### src/rtl/digit_entry_reg.sv
// Digit entry shift register: newest digit in the low slot, backspace, clear.
// Define DIGIT_ENTRY_EDGE_EN to make enter/backspace/clear rising-edge commands.
module digit_entry_reg #(
  parameter int DIGIT_W   = 4,
  parameter int DIGITS    = 8,
  parameter int FULL_MODE = 0
) (
  input  logic                         clk,
  input  logic                         reset_n,
  input  logic                         enter,
  input  logic                         backspace,
  input  logic                         clear,
  input  logic [DIGIT_W-1:0]           digit,
  output logic [DIGITS*DIGIT_W-1:0]    value,
  output logic [$clog2(DIGITS+1)-1:0]  count,
  output logic                         full,
  output logic                         empty,
  output logic                         overflow
);

  localparam int VW = DIGITS * DIGIT_W;
  localparam int CW = $clog2(DIGITS + 1);
  localparam logic [CW-1:0] MAXC = CW'(DIGITS);

  logic [VW-1:0] r_value;
  logic [CW-1:0] r_count;
  logic          r_ovf;

  logic [VW-1:0] w_value_nxt;
  logic [CW-1:0] w_count_nxt;
  logic          w_ovf_nxt;
  logic [VW-1:0] w_shl;
  logic          w_enter;
  logic          w_bksp;
  logic          w_clr;

`ifdef DIGIT_ENTRY_EDGE_EN
  logic r_enter_d;
  logic r_bksp_d;
  logic r_clr_d;

  always_ff @(posedge clk or negedge reset_n) begin
    if (!reset_n) begin
      r_enter_d <= 1'b0;
      r_bksp_d  <= 1'b0;
      r_clr_d   <= 1'b0;
    end else begin
      r_enter_d <= enter;
      r_bksp_d  <= backspace;
      r_clr_d   <= clear;
    end
  end

  assign w_enter = enter & ~r_enter_d;
  assign w_bksp  = backspace & ~r_bksp_d;
  assign w_clr   = clear & ~r_clr_d;
`else
  assign w_enter = enter;
  assign w_bksp  = backspace;
  assign w_clr   = clear;
`endif

  // Shift-in of zeros keeps every slot at or above count reading 0.
  assign w_shl = (r_value << DIGIT_W) | VW'(digit);

  always_comb begin
    w_value_nxt = r_value;
    w_count_nxt = r_count;
    w_ovf_nxt   = 1'b0;
    if (w_clr) begin
      w_value_nxt = '0;
      w_count_nxt = '0;
    end else if (w_enter) begin
      if (r_count != MAXC) begin
        w_value_nxt = w_shl;
        w_count_nxt = r_count + CW'(1);
      end else begin
        w_ovf_nxt = 1'b1;
        if (FULL_MODE == 0) begin
          w_value_nxt = w_shl;
        end
      end
    end else if (w_bksp && (r_count != '0)) begin
      w_value_nxt = r_value >> DIGIT_W;
      w_count_nxt = r_count - CW'(1);
    end
  end

  always_ff @(posedge clk or negedge reset_n) begin
    if (!reset_n) begin
      r_value <= '0;
      r_count <= '0;
      r_ovf   <= 1'b0;
    end else begin
      r_value <= w_value_nxt;
      r_count <= w_count_nxt;
      r_ovf   <= w_ovf_nxt;
    end
  end

  assign value    = r_value;
  assign count    = r_count;
  assign full     = (r_count == MAXC);
  assign empty    = (r_count == '0);
  assign overflow = r_ovf;

endmodule

### config.mk
export PLATFORM = sky130hd
export DESIGN_NAME = digit_entry_reg
export DESIGN_NICKNAME = d
export VERILOG_FILES = /design/src/rtl/digit_entry_reg.sv
export SDC_FILE = /design/constraint.sdc
export NUM_CORES = 1
export LEC_CHECK = 0
export CAP_MARGIN = 20
export CORE_MARGIN = 1.5
export CORE_UTILIZATION = 47
export CTS_BUF_LIST = sky130_fd_sc_hd__clkbuf_8
export CTS_CLUSTER_DIAMETER = 200
export CTS_CLUSTER_SIZE = 12
export DETAILED_ROUTE_END_ITERATION = 10
export HOLD_SLACK_MARGIN = 0.12
export PLACE_DENSITY = 0.79
export SLEW_MARGIN = 25
export SYNTH_ARGS = -nofsm -noshare
export SYNTH_HDL_FRONTEND = slang
export SYNTH_SLANG_ARGS = --single-unit
### constraint.sdc
create_clock -name clk -period 1.59 [get_ports clk]
set_input_delay 0.318 -clock clk [delete_from_list [all_inputs] [get_ports clk]]
set_output_delay 0.318 -clock clk [all_outputs]
set_load 0.005 [all_outputs]
==> impl_results.md <==
* Die Y at 69.02 um
* Critical path arrival at 1.99 ns
* Skew-Pair Late Insertion Delay at 0.30 ns
* Minimum clock period at 1.824 ns
* Distinct cells, synth at 32
* First-pass GRT wire length at 9335 um
* Slew Viols, Final at 0
* Sw Share at 0.3507
* R2R cell count at 6
* Setup violators final at 38
* VDD IR max at 0.9607 mV
* Port buffer count at 47
* EDFF count, synth at 0
* Final Hold Viols at 0
* Unrepaired setup endpoints after global routing: yes
* Worst setup margin at -0.2340 ns
* Antenna violations before repair at 0
* Crit Reg-Reg Startpoint: count[1]$_DFFE_PN0P_
* Vias per cell at 5.960
* Via count at 2104
* Nets at 314
* GRT Total Usage at 0.2430
* DP HPWL at 3397 um
* Ant. Diodes at 0
* DRT antenna net count at 0
* Initial core utilization at 0.5012
* Htree depth at 2
* Share of post-route cells with drive strength above 1 at 0.3993
* Clock Sinks at 37
* IO Pins at 48
* Die Footprint at 4763 sq um
* Slew headroom at 0.7295
* Vias in the first global route at 1908
* Deepest clock path buffer count at 2
* Commonest non-fill, non-tap cell in the layout: nor2_1
* Hold_ws at 0.5045 ns
* Main synth FF type: dfrtp_1
* Combinational power share at 0.562
* Core Area at 4086 sq um
* Sequential fraction of the synthesis area at 0.4520
* Post-synthesis cell count at 211
* Worst Max-Slew Pin Slew at 0.4026 ns
* Worst-path maximum fanout at 8
* LEAKAGE at 0.001481 uW
* Area after DPL at 2665 sq um
* Top-area cell type share of the netlist area at 0.4520
* CTS tree: yes
* Clock Power Share at 0.185
* CP endpoint: value[8]$_DFFE_PN0P_
* Max Clk Rate at 548.2 MHz
* Failing checks: negative setup slack
* Worst-path clk slew at 0.08 ns
* Gr ovfl total at 0
* Drt first pass iters at 4
* Slack of the worst reg-to-reg path at -0.23 ns
* Power per Cell Area at 1567 nW/um^2
* Dpl ws at -0.2654 ns
* CP required at 1.75 ns
* CP Launch Type: flop
* Outcome: finished with violations
* Worst hold path class: input pin to asynchronous set/reset pin
* DRC Markers at 0
* Placer Congestion at 0.7451
* Synth async-reset ratio at 1.000
* Layout Skew at 0.008930 ns
* Setup crit start: count[1]$_DFFE_PN0P_
* Flop pwr share at 0.253
* WL/cell at 19.21 um
* CP Capture Type: flop
* Cell Int Power at 3454 uW
* RR Endpoint: value[8]$_DFFE_PN0P_
* Number of max-cap violations at 0
* # rows at 23
* Crit path kind: flop to flop
* Number of CTS-inserted buffers at 5
* Die span in x at 69.02 um
* Initial drt markers at 208
* Net Count, Synth at 223
* Final wirelength at 6781 um
* Final Cycle Share at 1.147
* Root buffer cell: clkbuf_8
* Area delta synth->final at 65.73%
* Cell Area, Synth at 2048 sq um
* Switching pwr at 1866 uW
* Synthesis-stage register bit count at 37
* Most frequent cells in the layout: 53 x nor2_1, 36 x buf_4, 34 x clkdlybuf4s50_1
* Largest net degree at the start of global routing at 38
* Yosys warnings at 0
* Biggest area consumer among synthesized cells: dfrtp_1
* Final instance area at 3395 sq um
* Syn avg cell area at 9.707 sq um
* Most area-consuming cells after synthesis: dfrtp_1 45%, a2111oi_2 13%, nor2_1 9.9%, nor3_1 6.4%, a2111oi_0 2.6%
[worst max-delay path, cell delays in order, from the launching register on]
cell	delay (ns)
dfrtp_1	0.43
buf_6	0.14
o41ai_4	0.33
buf_6	0.18
buf_12	0.14
nor3_1	0.06
a2111oi_1	0.41
[through the flow]
| step | setup TNS [ns] | instances | util | total power (uW) |
|---|---|---|---|---|
| 2_1_floorplan | -0.07780 | 211 | - | 2330 |
| 3_3_place_gp | -1.358 | 307 | 0.6522 | 3091 |
| 3_5_place_dp | -3.154 | 307 | 0.6522 | 3139 |
| 5_1_grt | -6.793 | 353 | 0.8307 | 5545 |
| 6_report | -3.929 | 353 | 0.8307 | 5320 |
| 4_1_cts | -2.022 | 333 | 0.7544 | 4699 |
[metal layers]
layer,global-route usage,vias up,wire (um)
met5,0,-,0
met4,0.1002,0,223
met3,0.04094,21,411
met2,0.3910,108,3512
met1,0.3249,1038,2634
li1,-,937,-
[sequential cells by signal, indices dropped and copies added (netlist names)]
name,count
value,32
overflow,1
count,4
[power by group through the flow]
stage	Clock, uW	Sequential, uW	Combinational (uW)
4_1_cts	984	1320	2390
6_report	986	1350	2990
3_5_place_dp	0	1340	1800
5_1_grt	1030	1370	3150
3_3_place_gp	0	1340	1750
2_1_floorplan	0	1320	1010
[cell families (layout without fill, tap and decap cells)]
| group | count (synthesis) | count (layout) | share of synthesized area |
|---|---|---|---|
| AOI/OAI and AO/OA | 39 | 39 | 0.2108 |
| DFF | 37 | 37 | 0.4520 |
| adders and majority gates | 3 | 3 | 0.02199 |
| muxes | 6 | 6 | 0.03176 |
| buffers and inverters | 24 | 116 | 0.05926 |
| and+or+nand+nor | 100 | 100 | 0.2156 |
| xor gates and xnor gates | 2 | 2 | 0.008554 |
[what timing repair did]
| action | CTS | global route |
|---|---|---|
| endpoints found under the hold margin | 37 | 0 |
| endpoints found under the setup margin | 38 | 49 |
| hold buffers | 1 | 0 |
| setup buffers | 16 | 19 |
| pin swaps | 15 | 10 |
| gates resized for setup | 37 | 39 |
| cloned | 2 | 1 |
[Yosys cell counts, types with 3 or more instances]
cell type	n
nor3_1	26
nand3_1	5
clkbuf_1	11
buf_6	3
a211oi_1	4
nand2_1	7
nor2_1	54
buf_2	4
a2111oi_0	6
inv_1	3
a21oi_1	6
mux2i_1	5
a2111oi_2	18
dfrtp_1	37
[worst min path at each step]
stage / from / endpoint / cells past startpoint
floorplan: reset_n / count[0]$_DFFE_PN0P_ / 0
global placement: reset_n / value[21]$_DFFE_PN0P_ / 2
detailed placement: reset_n / value[21]$_DFFE_PN0P_ / 2
CTS: reset_n / value[16]$_DFFE_PN0P_ / 3
global route: reset_n / value[16]$_DFFE_PN0P_ / 3
finish: reset_n / value[21]$_DFFE_PN0P_ / 3
[final cells by class]
| cell class | count | area, sq um |
|---|---|---|
| flip-flops and latches | 37 | 930.9 |
| repair buffers | 105 | 1060 |
| fillers | 223 | 691.9 |
| clock buffers | 5 | 68.82 |
| well taps | 50 | 62.56 |
| inverters | 3 | 11.26 |
| multi-input cells | 150 | 1196 |
| clock inverters | 3 | 65.06 |
Note: power is estimated with default switching activity, not from simulation.
